File: config.mk
export PLATFORM = sky130hd
export DESIGN_NAME = approx_err_accum
export DESIGN_NICKNAME = d
export VERILOG_FILES = /design/src/rtl/err_metric_pkg.sv /design/src/rtl/err_calc_stage.sv /design/src/rtl/approx_err_accum.sv
export SDC_FILE = /design/constraint.sdc
export NUM_CORES = 1
export LEC_CHECK = 0
export CORE_ASPECT_RATIO = 1.25
export CORE_MARGIN = 10
export CORE_UTILIZATION = 36
export DETAILED_ROUTE_END_ITERATION = 12
export SLEW_MARGIN = 20
export SYNTH_ARGS = -nofsm -noshare
export SYNTH_HDL_FRONTEND = slang
export SYNTH_SLANG_ARGS = --single-unit
File: constraint.sdc
create_clock -name clk -period 15.3 [get_ports clk]
set_input_delay 3.06 -clock clk [delete_from_list [all_inputs] [get_ports clk]]
set_output_delay 3.06 -clock clk [all_outputs]
set_load 0.01 [all_outputs]
File: src/rtl/err_metric_pkg.sv
// Shared state type and width helpers for the approximate-multiplier error accumulator.
// No logic here; accumulator widths are exact so nothing overflows at the maximum sample count.
package err_metric_pkg;

  typedef enum logic [1:0] {
    IDLE  = 2'd0,
    RUN   = 2'd1,
    DRAIN = 2'd2,
    DONE  = 2'd3
  } state_t;

  localparam int DEF_WIDTH = 8;
  localparam int PW        = 2 * DEF_WIDTH;
  localparam int ERR_W     = PW + 1;
  localparam int SQ_W      = 2 * PW;

  // Signed error sum: one sign bit over the product width, plus one bit per doubling of samples.
  function automatic int sum_err_w(input int pw, input int cnt_w);
    return pw + 1 + cnt_w;
  endfunction

  function automatic int sum_abs_w(input int pw, input int cnt_w);
    return pw + cnt_w;
  endfunction

  function automatic int sum_sq_w(input int pw, input int cnt_w);
    return 2 * pw + cnt_w;
  endfunction

endpackage

File: src/rtl/err_calc_stage.sv
// Combinational exact product, signed error, magnitude and square for one operand pair.
// Zero latency, no handshake; the caller registers the outputs.
module err_calc_stage
  import err_metric_pkg::*;
#(
  parameter int W = DEF_WIDTH,
  parameter int P = PW,
  parameter int E = ERR_W,
  parameter int S = SQ_W
) (
  input  logic [W-1:0]        i_a,
  input  logic [W-1:0]        i_b,
  input  logic [P-1:0]        i_approx,
  output logic signed [E-1:0] o_err,
  output logic [P-1:0]        o_abs,
  output logic [S-1:0]        o_sq
);

  logic [P-1:0] w_exact;

  assign w_exact = P'(i_a) * P'(i_b);
  assign o_err   = $signed({1'b0, i_approx}) - $signed({1'b0, w_exact});
  // |err| never exceeds 2^P-1, so the sign bit can be dropped after negation.
  assign o_abs   = o_err[E-1] ? P'(-o_err) : P'(o_err);
  assign o_sq    = S'(o_abs) * S'(o_abs);

endmodule

File: src/rtl/approx_err_accum.sv
// Streams (a, b, approx) samples and accumulates bias, abs, squared, max and nonzero-count error metrics.
// Accept-to-output latency 3 cycles; in_ready high only in RUN, no backpressure inside the pipeline.
module approx_err_accum
  import err_metric_pkg::*;
#(
  parameter int WIDTH = DEF_WIDTH,
  parameter int CNT_W = 16
) (
  input  logic                                          clk,
  input  logic                                          rst,
  input  logic                                          start,
  input  logic [CNT_W-1:0]                              num_samples,
  input  logic                                          in_valid,
  output logic                                          in_ready,
  input  logic [WIDTH-1:0]                              in_a,
  input  logic [WIDTH-1:0]                              in_b,
  input  logic [2*WIDTH-1:0]                            in_approx,
  output logic                                          busy,
  output logic                                          done,
  output logic signed [sum_err_w(2*WIDTH, CNT_W)-1:0]   sum_err,
  output logic [sum_abs_w(2*WIDTH, CNT_W)-1:0]          sum_abs_err,
  output logic [sum_sq_w(2*WIDTH, CNT_W)-1:0]           sum_sq_err,
  output logic [2*WIDTH-1:0]                            max_abs_err,
  output logic [CNT_W-1:0]                              err_count
);

  localparam int P  = 2 * WIDTH;
  localparam int E  = P + 1;
  localparam int S  = 2 * P;
  localparam int SE = sum_err_w(P, CNT_W);
  localparam int SA = sum_abs_w(P, CNT_W);
  localparam int SS = sum_sq_w(P, CNT_W);

  state_t r_state, w_state_nxt;

  logic [CNT_W-1:0]     r_num, r_accepted;
  logic                 w_accept, w_last, w_clear, w_pipe_empty;

  logic                 r_s1_vld;
  logic [WIDTH-1:0]     r_s1_a, r_s1_b;
  logic [P-1:0]         r_s1_approx;

  logic signed [E-1:0]  w_err;
  logic [P-1:0]         w_abs;
  logic [S-1:0]         w_sq;

  logic                 r_s2_vld, r_s3_vld;
  logic signed [E-1:0]  r_s2_err, r_s3_err;
  logic [P-1:0]         r_s2_abs, r_s3_abs;
  logic [S-1:0]         r_s2_sq, r_s3_sq;

  logic signed [SE-1:0] r_sum_err;
  logic [SA-1:0]        r_sum_abs;
  logic [SS-1:0]        r_sum_sq;
  logic [P-1:0]         r_max_abs;
  logic [CNT_W-1:0]     r_err_cnt;

  // Accept depends only on state, keeping in_ready free of any in_valid path.
  assign w_accept     = in_valid && (r_state == RUN);
  assign w_last       = (r_accepted == (r_num - CNT_W'(1)));
  assign w_pipe_empty = !(r_s1_vld || r_s2_vld || r_s3_vld);

  always_ff @(posedge clk) begin
    if (rst) begin
      r_state <= IDLE;
    end else begin
      r_state <= w_state_nxt;
    end
  end

  always_comb begin
    w_state_nxt = r_state;
    in_ready    = 1'b0;
    busy        = 1'b0;
    done        = 1'b0;
    w_clear     = 1'b0;
    case (r_state)
      IDLE, DONE: begin
        done = (r_state == DONE);
        if (start) begin
          w_clear     = 1'b1;
          w_state_nxt = (num_samples == '0) ? DONE : RUN;
        end
      end
      RUN: begin
        busy     = 1'b1;
        in_ready = 1'b1;
        if (w_accept && w_last) begin
          w_state_nxt = DRAIN;
        end
      end
      DRAIN: begin
        busy = 1'b1;
        if (w_pipe_empty) begin
          w_state_nxt = DONE;
        end
      end
      default: w_state_nxt = IDLE;
    endcase
  end

  err_calc_stage #(
    .W (WIDTH),
    .P (P),
    .E (E),
    .S (S)
  ) u_calc (
    .i_a      (r_s1_a),
    .i_b      (r_s1_b),
    .i_approx (r_s1_approx),
    .o_err    (w_err),
    .o_abs    (w_abs),
    .o_sq     (w_sq)
  );

  // S3 is a plain retiming register so the wide accumulator adds start from flops, not the multipliers.
  always_ff @(posedge clk) begin
    if (rst) begin
      r_s1_vld    <= 1'b0;
      r_s1_a      <= '0;
      r_s1_b      <= '0;
      r_s1_approx <= '0;
      r_s2_vld    <= 1'b0;
      r_s2_err    <= '0;
      r_s2_abs    <= '0;
      r_s2_sq     <= '0;
      r_s3_vld    <= 1'b0;
      r_s3_err    <= '0;
      r_s3_abs    <= '0;
      r_s3_sq     <= '0;
    end else begin
      r_s1_vld <= w_accept;
      if (w_accept) begin
        r_s1_a      <= in_a;
        r_s1_b      <= in_b;
        r_s1_approx <= in_approx;
      end
      r_s2_vld <= r_s1_vld;
      if (r_s1_vld) begin
        r_s2_err <= w_err;
        r_s2_abs <= w_abs;
        r_s2_sq  <= w_sq;
      end
      r_s3_vld <= r_s2_vld;
      if (r_s2_vld) begin
        r_s3_err <= r_s2_err;
        r_s3_abs <= r_s2_abs;
        r_s3_sq  <= r_s2_sq;
      end
    end
  end

  always_ff @(posedge clk) begin
    if (rst) begin
      r_num      <= '0;
      r_accepted <= '0;
      r_sum_err  <= '0;
      r_sum_abs  <= '0;
      r_sum_sq   <= '0;
      r_max_abs  <= '0;
      r_err_cnt  <= '0;
    end else if (w_clear) begin
      r_num      <= num_samples;
      r_accepted <= '0;
      r_sum_err  <= '0;
      r_sum_abs  <= '0;
      r_sum_sq   <= '0;
      r_max_abs  <= '0;
      r_err_cnt  <= '0;
    end else begin
      if (w_accept) begin
        r_accepted <= r_accepted + CNT_W'(1);
      end
      if (r_s3_vld) begin
        r_sum_err <= r_sum_err + $signed({{(SE-E){r_s3_err[E-1]}}, r_s3_err});
        r_sum_abs <= r_sum_abs + SA'(r_s3_abs);
        r_sum_sq  <= r_sum_sq + SS'(r_s3_sq);
        if (r_s3_abs > r_max_abs) begin
          r_max_abs <= r_s3_abs;
        end
        if (r_s3_err != '0) begin
          r_err_cnt <= r_err_cnt + CNT_W'(1);
        end
      end
    end
  end

  assign sum_err     = r_sum_err;
  assign sum_abs_err = r_sum_abs;
  assign sum_sq_err  = r_sum_sq;
  assign max_abs_err = r_max_abs;
  assign err_count   = r_err_cnt;

endmodule

Word level (Yosys, flattened, before mapping)
Cells that the tools add are included.
{"block": "word_totals", "regBits": 344, "latchBits": 0, "ram_bits": 0, "romBits": 0, "inputBits": 52, "out_inout_bits": 148, "wordCells": 62, "n_memories": 0}
{"block": "op_classes", "add_sub_neg": 8, "mul": 2, "div_mod_pow": 0, "order_cmp": 1, "eq_ne": 7, "shifts": 0, "mux": 11, "n_bitwise": 0, "reduce_logical": 13}
{"operator": "$add 48x32->48", "n": 1}
{"operator": "$add 33x17->33", "n": 1}
{"operator": "$add 16x1->16 const B", "n": 2}
{"operator": "$add 32x16->32", "n": 1}
{"operator": "$mul 16x16->32", "n": 1}
{"operator": "$reduce_bool 17->1", "n": 1}
{"operator": "$sub 16x16->17", "n": 1}
{"operator": "$eq 16x16->1", "n": 1}
{"operator": "$gt 16x16->1", "n": 1}
{"operator": "$logic_not 16->1", "n": 1}
{"operator": "$mul 8x8->16", "n": 1}
{"operator": "$mux 16", "n": 1}
{"operator": "$neg 16->16", "n": 1}
{"operator": "$sub 16x1->16 const B", "n": 1}
{"operator": "$mux 2", "n": 4}
{"operator": "$pmux 2 s3", "n": 1}
{"operator": "$reduce_or 2->1", "n": 3}
{"operator": "$mux 1", "n": 5}
{"operator": "$eq 2x2->1 const B", "n": 2}
{"operator": "$ne 2x2->1 const B", "n": 2}
{"operator": "$reduce_and 2->1", "n": 2}
{"operator": "$reduce_and 3->1", "n": 1}
{"operator": "$eq 2x1->1 const B", "n": 1}
{"operator": "$logic_and 1x1->1", "n": 2}
{"operator": "3 further kinds", "n": 4}

Logic depth before layout (Yosys ltp)
Gate-level depths: netlist (run 1).
{"block": "depth", "depth_word": 5, "ltp_mapped": 48, "ltp_nobuf": 46}

By module
A second synthesis (run 1) with hierarchy kept.
{"block": "unflattened", "hier_cells": 3249, "hier_area_um2": 27914.3}
{"mod": "approx_err_accum", "instances": 1, "cells_each": 2058, "area_per_inst_um2": 17708.2, "seq_area_each_um2": 6886.6}
{"mod": "err_calc_stage", "instances": 1, "cells_each": 1191, "area_per_inst_um2": 10206.0, "seq_area_each_um2": 0.0}

Least setup slack after synthesis (run 1)
OpenSTA, ideal clock, no wires.
{"block": "synth_path", "path_kind": "flip-flop to flip-flop", "startpoint": "register r_s1_b[2]", "endpoint": "register r_s2_sq[31]", "setup_time_ps": 91, "t_arrival_ps": 10945, "required_ps": 15209, "path_slack_ps": 4264, "path_stages_with_launch": 44, "n_path_buf": 2, "synth_period_minus_slack_ps": 11036, "path_cell_list": "dfxtp_1 clkbuf_1 and2_1 fa_1 inv_1 fa_1 fa_1 inv_1 fa_1 inv_1 ha_1 o21a_1 o21ai_1 o2bb2ai_1 a31oi_1 a311o_1 a21oi_1 nand2_1 (+8 left out) inv_1 fa_1 fa_1 inv_1 fa_1 inv_1 ha_1 and4_1 and2_1 a22oi_1 nand3_1 o221a_2 o21a_1 o21ai_0 a21oi_1 mux2_2 o221ai_1 a311oi_1"}
{"block": "synth_via", "elab_chain_len": 5}
{"element": "start: declaration", "line_no": "approx_err_accum.sv:40", "rtl": "logic [WIDTH-1:0] r_s1_a, r_s1_b;"}
{"element": "start signal: assignment", "line_no": "approx_err_accum.sv:135", "rtl": "r_s1_b <= in_b;"}
{"element": "$mul 8x8->16 *", "line_no": "err_calc_stage.sv:21", "rtl": "assign w_exact = P'(i_a) * P'(i_b);"}
{"element": "$sub 16x16->17 *", "line_no": "err_calc_stage.sv:22", "rtl": "assign o_err = $signed({1'b0, i_approx}) - $signed({1'b0, w_exact});"}
{"element": "$neg 16->16", "line_no": "err_calc_stage.sv:24", "rtl": "assign o_abs = o_err[E-1] ? P'(-o_err) : P'(o_err);"}
{"element": "$mux 16 *", "line_no": "err_calc_stage.sv:24"}
{"element": "$mul 16x16->32 *", "line_no": "err_calc_stage.sv:25", "rtl": "assign o_sq = S'(o_abs) * S'(o_abs);"}
{"element": "end signal: assignment", "line_no": "approx_err_accum.sv:142", "rtl": "r_s2_sq <= w_sq;"}
{"element": "end: declaration", "line_no": "approx_err_accum.sv:50", "rtl": "logic [S-1:0] r_s2_sq, r_s3_sq;"}
Mark *: on every way between the ends. The rest lies on a longest branch, timed or not.
A chain may end at the register's enable or synchronous reset.

Final worst setup path (run 1)
Ends and elaborated chain as after synthesis.

==> metrics.txt, run 1 <==
# TYPE chip_impl_metric gauge
chip_impl_info{name="status",value="completed"} 1
chip_impl_metric{name="cts-resized-gates",unit=""} 0
chip_impl_metric{name="timing.final.crit_period",unit="ns"} 12.42
chip_impl_metric{name="critPathArrivalTime",unit="ns"} 12.78
chip_impl_metric{name="final_antenna_net_count",unit=""} 0
chip_impl_metric{name="rows",unit=""} 112
chip_impl_info{name="dominant_combinational_cell_family_by_area_after_synthesis",value="adder cells"} 1
chip_impl_metric{name="drc",unit=""} 0
chip_impl_metric{name="worstHoldPathCells",unit=""} 2
chip_impl_metric{name="timing.max_slew.rel_slack",unit="%"} 25.0
chip_impl_metric{name="crit_required",unit="ns"} 15.67
chip_impl_metric{name="max-cap-violations",unit=""} 0
chip_impl_metric{name="drt_total_wl",unit="mm"} 70.2
chip_impl_info{name="clk_root_buffer_cell",value="clkbuf_16"} 1
chip_impl_metric{name="grt.overflow.total",unit=""} 0
chip_impl_info{name="hold_class",value="register to register"} 1
chip_impl_metric{name="synthMuxAreaShare",unit="%"} 6.30
chip_impl_info{name="startpoint_type",value="register"} 1
chip_impl_metric{name="numPortBuffers",unit=""} 199
chip_impl_info{name="timing.setup.critical_path_class",value="register to register"} 1
chip_impl_metric{name="reg2reg_setup_slack",unit="ns"} 2.88
chip_impl_metric{name="area_of_the_placeable_core",unit="um^2"} 74600
chip_impl_metric{name="critPathMaxStageDelay",unit="ns"} 0.85
chip_impl_metric{name="worst_clock_skew",unit="ns"} 0.00841
chip_impl_metric{name="synth-compound-area-share",unit="%"} 11.6
chip_impl_metric{name="initialDrtViolationCount",unit=""} 1091
chip_impl_metric{name="syn2layout_area_growth",unit="%"} 15.2
chip_impl_metric{name="synthCells",unit=""} 3138
chip_impl_metric{name="finish.cell_count_without_fillers",unit=""} 4279
chip_impl_metric{name="cts_hold_buffers",unit=""} 0
chip_impl_metric{name="fill_cells",unit=""} 7490
chip_impl_metric{name="number_of_nets_in_the_layout",unit=""} 3791
chip_impl_metric{name="drt-pass1-iter-count",unit=""} 5
chip_impl_metric{name="ys_seq_elements",unit=""} 338
chip_impl_metric{name="cts_setup_buffers",unit=""} 0
chip_impl_info{name="slowest_stage_cell_on_the_critical_path",value="xor2_1"} 1
chip_impl_metric{name="drv_slew",unit=""} 0
chip_impl_metric{name="wire_per_inst",unit="um"} 16.4
chip_impl_metric{name="number_of_antenna_violations_at_the_first_check_in_global_routing",unit=""} 1
chip_impl_info{name="tritoncts",value="yes"} 1
chip_impl_metric{name="num_vias",unit=""} 21402
chip_impl_info{name="worstHoldEndpoint",value="r_s1_approx[13]"} 1
chip_impl_metric{name="setup-violations-final",unit=""} 0
chip_impl_metric{name="post_placement_cell_area",unit="um^2"} 30000
chip_impl_metric{name="synth_xor_xnor_area_share",unit="%"} 6.62
chip_impl_metric{name="grt_pass1_vias",unit=""} 21632
chip_impl_metric{name="floorplan.initialDensity",unit="%"} 36.3
chip_impl_metric{name="numCtsBuffers",unit=""} 35
chip_impl_metric{name="place_congestion",unit=""} 0.855
chip_impl_info{name="unrepaired_setup_endpoints_after_global_routing",value="false"} 1
chip_impl_metric{name="worst_setup_hold_path_clk_slew",unit="ns"} 0.06
chip_impl_metric{name="yosysWarningCount",unit=""} 0
chip_impl_metric{name="ctsLongestPathBuffers",unit=""} 3
chip_impl_metric{name="maximum_number_of_pins_on_one_net_before_global_route_repair",unit=""} 97
chip_impl_metric{name="grt.total_usage",unit="%"} 16.2
chip_impl_metric{name="grt_pass1_wl",unit="mm"} 115
chip_impl_metric{name="synth-adder-area-share",unit="%"} 27.0
chip_impl_metric{name="drive_above_1_share",unit="%"} 3.90
chip_impl_metric{name="fraction_of_the_mapped_netlist_area_in_simple_logic_gates",unit="%"} 16.6
chip_impl_metric{name="postSynthAreaPerCell",unit="um^2"} 8.62
chip_impl_metric{name="mappedNetlistNets",unit=""} 3644
chip_impl_metric{name="finish.instance_area",unit="um^2"} 31200
chip_impl_metric{name="htree_levels",unit=""} 2
chip_impl_metric{name="final.period_utilization",unit="%"} 81.2
chip_impl_metric{name="reg2regPathDepth",unit=""} 41
chip_impl_metric{name="worst_slew_pin_slew",unit="ns"} 1.12
chip_impl_metric{name="synth-edff-count",unit=""} 0
chip_impl_metric{name="post_detail_place_hpwl",unit="mm"} 54.9
chip_impl_info{name="cp-end-kind",value="register"} 1
chip_impl_metric{name="post_synth_instance_area",unit="um^2"} 27000
chip_impl_info{name="r2r_end",value="r_s2_sq[31]"} 1
chip_impl_info{name="regToRegStartpoint",value="r_s1_b[2]"} 1
chip_impl_metric{name="die_w",unit="um"} 265
chip_impl_metric{name="synth-async-reset-ratio",unit="%"} 0
chip_impl_info{name="timing.hold.worst.start",value="r_s1_approx[13]"} 1
chip_impl_metric{name="die_area",unit="um^2"} 86500
chip_impl_metric{name="clock_sink_count",unit=""} 338
chip_impl_info{name="setup_crit_start",value="r_s1_b[2]"} 1
chip_impl_metric{name="final.setup.tns",unit="ns"} 0
chip_impl_metric{name="dp_cells",unit=""} 4217
chip_impl_metric{name="num_io_pins",unit=""} 200
chip_impl_metric{name="final_hold_viol_count",unit=""} 0
chip_impl_metric{name="synth_cell_type_count",unit=""} 79
chip_impl_metric{name="post_drt_via_cell_ratio",unit=""} 5.00
chip_impl_info{name="synthFlopType",value="dfxtp_1"} 1
chip_impl_metric{name="maxClockFrequency",unit="MHz"} 80.5
chip_impl_metric{name="timing.critical_path.fanout_max",unit=""} 11
chip_impl_metric{name="worstSkewPairLatency",unit="ns"} 0.54
chip_impl_metric{name="die-height",unit="um"} 326
chip_impl_info{name="critPathMostFrequentCell",value="fa_1"} 1
chip_impl_metric{name="synth_sequential_area_ratio",unit="%"} 25.0
[flip-flops by register name, summed over array words and instances, names as in the netlist, 2 cells and up]
register and flops:
sum_sq_err 48, sum_err 33, sum_abs_err 32, r_s2_sq 30, r_s3_sq 30, r_s2_err 17
r_s3_err 17, err_count 16, max_abs_err 16, r_accepted 16, r_num 16, r_s1_approx 16
r_s2_abs 15, r_s3_abs 15, r_s1_a 8, r_s1_b 8, r_state 2
[how the worst max path moves through the flow]
| stage | to | slack (ns) | cells after the start |
|---|---|---|---|
| after detailed placement | r_s2_sq[31] | 2.92 | 41 |
| after floorplan | r_s2_sq[31] | 4.26 | 43 |
| final | r_s2_sq[31] | 2.88 | 41 |
| after global placement | r_s2_sq[31] | 3.19 | 40 |
| after CTS | r_s2_sq[31] | 2.90 | 41 |
| after global routing | r_s2_sq[31] | 2.01 | 40 |
[per-stage QoR]
stage	util [%]	setup WS (ns)	hold WS, ns
finish	41.8	2.88	0.456
global route	41.8	2.01	0.483
CTS	41.8	2.90	0.456
detailed placement	40.3	2.92	0.447
global placement	40.3	3.19	0.439
floorplan	-	4.26	0.432
[cell usage in the layout, fill, tap and decap left out, types with 8 or more instances in the layout]
cell and instances:
a21oi_1 164, o21ai_0 75, nand4_1 27, a21o_1 57, nand3_1 50, xnor2_1 112
nand2_1 278, dfxtp_1 335, o21a_1 19, xor2_1 84, inv_2 9, a211oi_1 41
nor3_1 37, clkbuf_16 37, clkdlybuf4s50_1 198, and2_1 46, and3_1 33, mux2i_1 169
or2_2 9, nor4_1 13, clkinv_2 9, a211o_1 8, nand2b_1 17, nor2b_1 28
nor2_1 414, o31ai_1 8, a31oi_1 15, inv_1 362, fa_1 217, o21bai_1 15
o211ai_1 15, ha_1 237, or3_1 17, buf_4 24
[routing by layer]
| metal | up-vias | GRT usage, % | routed length [um] |
|---|---|---|---|
| met1 | 10215 | 19.7 | 30600 |
| met4 | 0 | 4.36 | 1720 |
| met2 | 363 | 29.5 | 35300 |
| met5 | - | 0 | 0 |
| li1 | 10732 | - | - |
| met3 | 92 | 2.08 | 2590 |
[kinds of logic after synthesis]
logic type,after synthesis
AND/OR/NAND/NOR,1002
buffers and inverters,488
AO/OA/AOI/OAI,485
adder cells (fa/ha/maj),454
flip-flops,338
XOR/XNOR,201
multiplexers,170
[synth_stat cells (5+ instances only)]
cell type	count	area share (%)
a211oi_1	41	1.1
inv_2	9	0.12
mux2i_1	169	6.3
nand2_1	279	3.9
a2111oi_0	5	0.16
o21ai_0	75	1.4
inv_1	362	5.0
o21ai_1	5	0.093
dfxtp_1	338	25
o2111ai_1	6	0.19
o211ai_1	15	0.42
o21bai_1	15	0.42
a21boi_0	5	0.14
or3_1	17	0.39
nor3_1	37	0.68
xnor2_1	112	3.6
buf_1	25	0.35
o31ai_1	8	0.22
a21o_1	57	1.6
a31oi_1	15	0.35
o21a_1	19	0.53
a311oi_1	7	0.23
nor2_1	415	5.8
ha_1	237	11
fa_1	217	16
nand4_1	27	0.62
nand3_1	50	0.93
a41oi_1	5	0.16
nand2b_1	17	0.39
nor4_1	13	0.30
nand3b_1	5	0.14
clkbuf_1	84	1.2
nor2b_1	28	0.65
or2_2	9	0.21
xor2_1	85	2.8
a211o_1	8	0.26
and2_1	46	1.1
a21oi_1	165	3.1
and3_1	33	0.76
[final cells by class]
type	count	area [um^2]	area share, %
multi-input cells	2312	18500	59.2
flip-flops and latches	338	6780	21.8
repair buffers	223	2170	6.98
inverters	375	1410	4.52
well taps	969	1210	3.89
clock buffers	46	1010	3.24
clock inverters	15	115	0.369
diodes	1	2.50	0.00803
[critical path, delay by kind of cell (launching register included)]
family                     cells  cell delay (ns)
buffers and inverters          7             0.37
DFF                            1             0.39
xor gates and xnor gates       1             0.85
muxes                          1             0.38
and+or+nand+nor                6             1.22
adders and majority gates     12             6.00
AOI/OAI and AO/OA             14             3.04
Power of run 1 is not shown: default switching activity piles up to over one toggle a cycle in this logic, so the estimate is an artifact.
==> run 2, diff against run 1 <==
clock period = 11.2 ns   (was 15.3 ns; I/O delays follow)
==> run 2 against run 1 <==
Net effect:
- global-route usage shrank 0.19 points
- highest routed layer unchanged
- maximum frequency up 16%
- critical path depth is 3 higher
- first-iteration DRC count up 5.3%
==> metrics.txt, run 2 (synthesis gave the netlist of run 1 again) <==
# TYPE chip_impl_metric gauge
chip_impl_metric{name="rows",unit=""} 112
chip_impl_metric{name="number_of_flip_flops_in_the_largest_register",unit=""} 48
chip_impl_metric{name="maximum_number_of_pins_on_one_net_before_global_route_repair",unit=""} 133
chip_impl_metric{name="grt_pass1_wl",unit="mm"} 115
chip_impl_metric{name="die_w",unit="um"} 265
chip_impl_metric{name="wire_per_inst",unit="um"} 16.1
chip_impl_metric{name="worst_slew_pin_slew",unit="ns"} 0.988
chip_impl_metric{name="timing.max_slew.rel_slack",unit="%"} 33.8
chip_impl_metric{name="reg2reg_setup_slack",unit="ns"} 0.46
chip_impl_info{name="hold_class",value="register to register"} 1
chip_impl_info{name="path_delay_family",value="adder cells"} 1
chip_impl_metric{name="numCtsBuffers",unit=""} 35
chip_impl_metric{name="max-cap-violations",unit=""} 0
chip_impl_metric{name="worstHoldPathCells",unit=""} 2
chip_impl_info{name="slowest_stage_cell_on_the_critical_path",value="fa_1"} 1
chip_impl_metric{name="numPortBuffers",unit=""} 199
chip_impl_metric{name="drt-pass1-iter-count",unit=""} 5
chip_impl_info{name="startpoint_type",value="register"} 1
chip_impl_metric{name="timing.critical_path.fanout_max",unit=""} 7
chip_impl_metric{name="finish.instance_area",unit="um^2"} 32600
chip_impl_metric{name="initialDrtViolationCount",unit=""} 1149
chip_impl_info{name="cp-end-kind",value="register"} 1
chip_impl_metric{name="syn2layout_area_growth",unit="%"} 20.6
chip_impl_metric{name="number_of_nets_in_the_layout",unit=""} 3891
chip_impl_metric{name="timing.final.crit_period",unit="ns"} 10.74
chip_impl_metric{name="post_placement_cell_area",unit="um^2"} 30600
chip_impl_info{name="final_common_cell",value="nor2_1"} 1
chip_impl_metric{name="number_of_antenna_violations_at_the_first_check_in_global_routing",unit=""} 0
chip_impl_metric{name="post_detail_place_hpwl",unit="mm"} 54.7
chip_impl_metric{name="critPathMaxStageDelay",unit="ns"} 0.54
chip_impl_metric{name="drc",unit=""} 0
chip_impl_metric{name="place_congestion",unit=""} 0.868
chip_impl_metric{name="path_buf_inv",unit=""} 10
chip_impl_info{name="timing.setup.critical_path_class",value="register to register"} 1
chip_impl_metric{name="final_antenna_net_count",unit=""} 0
chip_impl_metric{name="multi_input_gate_area_in_the_final_layout",unit="um^2"} 19000
chip_impl_metric{name="grt.total_usage",unit="%"} 16.0
chip_impl_info{name="mostFrequentLayoutCells",value="nor2_1, inv_1, dfxtp_1"} 1
chip_impl_metric{name="worst_clock_skew",unit="ns"} 0.0148
chip_impl_metric{name="floorplan.initialDensity",unit="%"} 36.3
chip_impl_metric{name="clock_sink_count",unit=""} 338
chip_impl_metric{name="num_vias",unit=""} 21797
chip_impl_metric{name="area_of_the_placeable_core",unit="um^2"} 74600
chip_impl_metric{name="n_antenna_cell",unit=""} 0
chip_impl_info{name="status",value="completed"} 1
chip_impl_metric{name="ctsLongestPathBuffers",unit=""} 3
chip_impl_metric{name="worstSkewPairLatency",unit="ns"} 0.55
chip_impl_metric{name="critPathArrivalTime",unit="ns"} 11.17
chip_impl_metric{name="num_io_pins",unit=""} 200
chip_impl_info{name="tritoncts",value="yes"} 1
chip_impl_metric{name="pre_cts_ws",unit="ns"} -0.0557
chip_impl_info{name="clk_root_buffer_cell",value="clkbuf_16"} 1
chip_impl_metric{name="crit_required",unit="ns"} 11.63
chip_impl_metric{name="die-height",unit="um"} 326
chip_impl_metric{name="maxClockFrequency",unit="MHz"} 93.1
chip_impl_metric{name="drt_total_wl",unit="mm"} 70.5
chip_impl_metric{name="post_drt_via_cell_ratio",unit=""} 4.98
chip_impl_metric{name="crit_cells",unit=""} 44
chip_impl_metric{name="fill_cells",unit=""} 7349
chip_impl_metric{name="reg2regPathDepth",unit=""} 44
chip_impl_metric{name="drive_above_1_share",unit="%"} 9.35
chip_impl_metric{name="grt_pass1_vias",unit=""} 21763
chip_impl_metric{name="final-seq-area",unit="um^2"} 6790
chip_impl_metric{name="drv_slew",unit=""} 0
chip_impl_metric{name="final_hold_viol_count",unit=""} 0
chip_impl_metric{name="whs",unit="ns"} 0.455
chip_impl_info{name="critPathMostFrequentCell",value="fa_1"} 1
chip_impl_metric{name="worst_setup_hold_path_clk_slew",unit="ns"} 0.06
chip_impl_metric{name="final_critical_path_setup_slack",unit="ns"} 0.458
chip_impl_metric{name="setup-violations-final",unit=""} 0
chip_impl_metric{name="die_area",unit="um^2"} 86500
chip_impl_metric{name="grt.overflow.total",unit=""} 0
chip_impl_metric{name="htree_levels",unit=""} 2
chip_impl_metric{name="final.period_utilization",unit="%"} 95.9
## run 2: final timing paths
check                   from         endpoint
max                r_s1_a[3]      r_s2_sq[31]
min          r_s1_approx[10]  r_s1_approx[10]
max reg2reg        r_s1_a[3]      r_s2_sq[31]
min reg2reg  r_s1_approx[10]  r_s1_approx[10]
## run 2: per-stage QoR
stage / instances / setup TNS (ns) / utilization, %
global route: 4379 / -0.189 / 43.7
floorplan: 3138 / 0 / -
finish: 4379 / 0 / 43.7
detailed placement: 4287 / -0.0557 / 41.0
CTS: 4349 / 0 / 42.7
global placement: 4287 / 0 / 41.0
## run 2: routing by layer
metal	share of wire [%]	track usage (%)	vias up	wire length, um
met5	0	0	-	0
li1	-	-	10898	-
met2	50	28.8	331	35200
met1	45	20.0	10481	31600
met3	2.9	1.61	87	2040
met4	2.4	4.23	0	1660
## run 2: repair_timing
item                       in CTS  in global routing
setup endpoints to repair       1                 16
gates cloned                    0                  1
hold endpoints to repair        0                  0
hold buffers                    0                  0
pin swaps                       0                 64
gates resized for setup         3                128
buffers inserted                0                 30
## run 2: final cells by class
cell class,count,share of cell area [%]
clock buffer,48,3.05
clock inverter,14,0.622
inverter,375,4.36
multi-input combinational,2312,58.2
sequential,338,20.8
tap,969,3.72
timing repair buffer,323,9.26
## run 2: worst register-to-register path, delay by kind of cell, from the launching register on
kind / cells / cell delay, ns
compound gates: 12 / 1.91
buf+inv: 10 / 1.03
flops: 1 / 0.36
mux: 1 / 0.32
xor+xnor: 2 / 0.46
simple gates: 7 / 1.03
fa+ha+maj: 12 / 5.54
Power of run 2 is left out for the same reason.
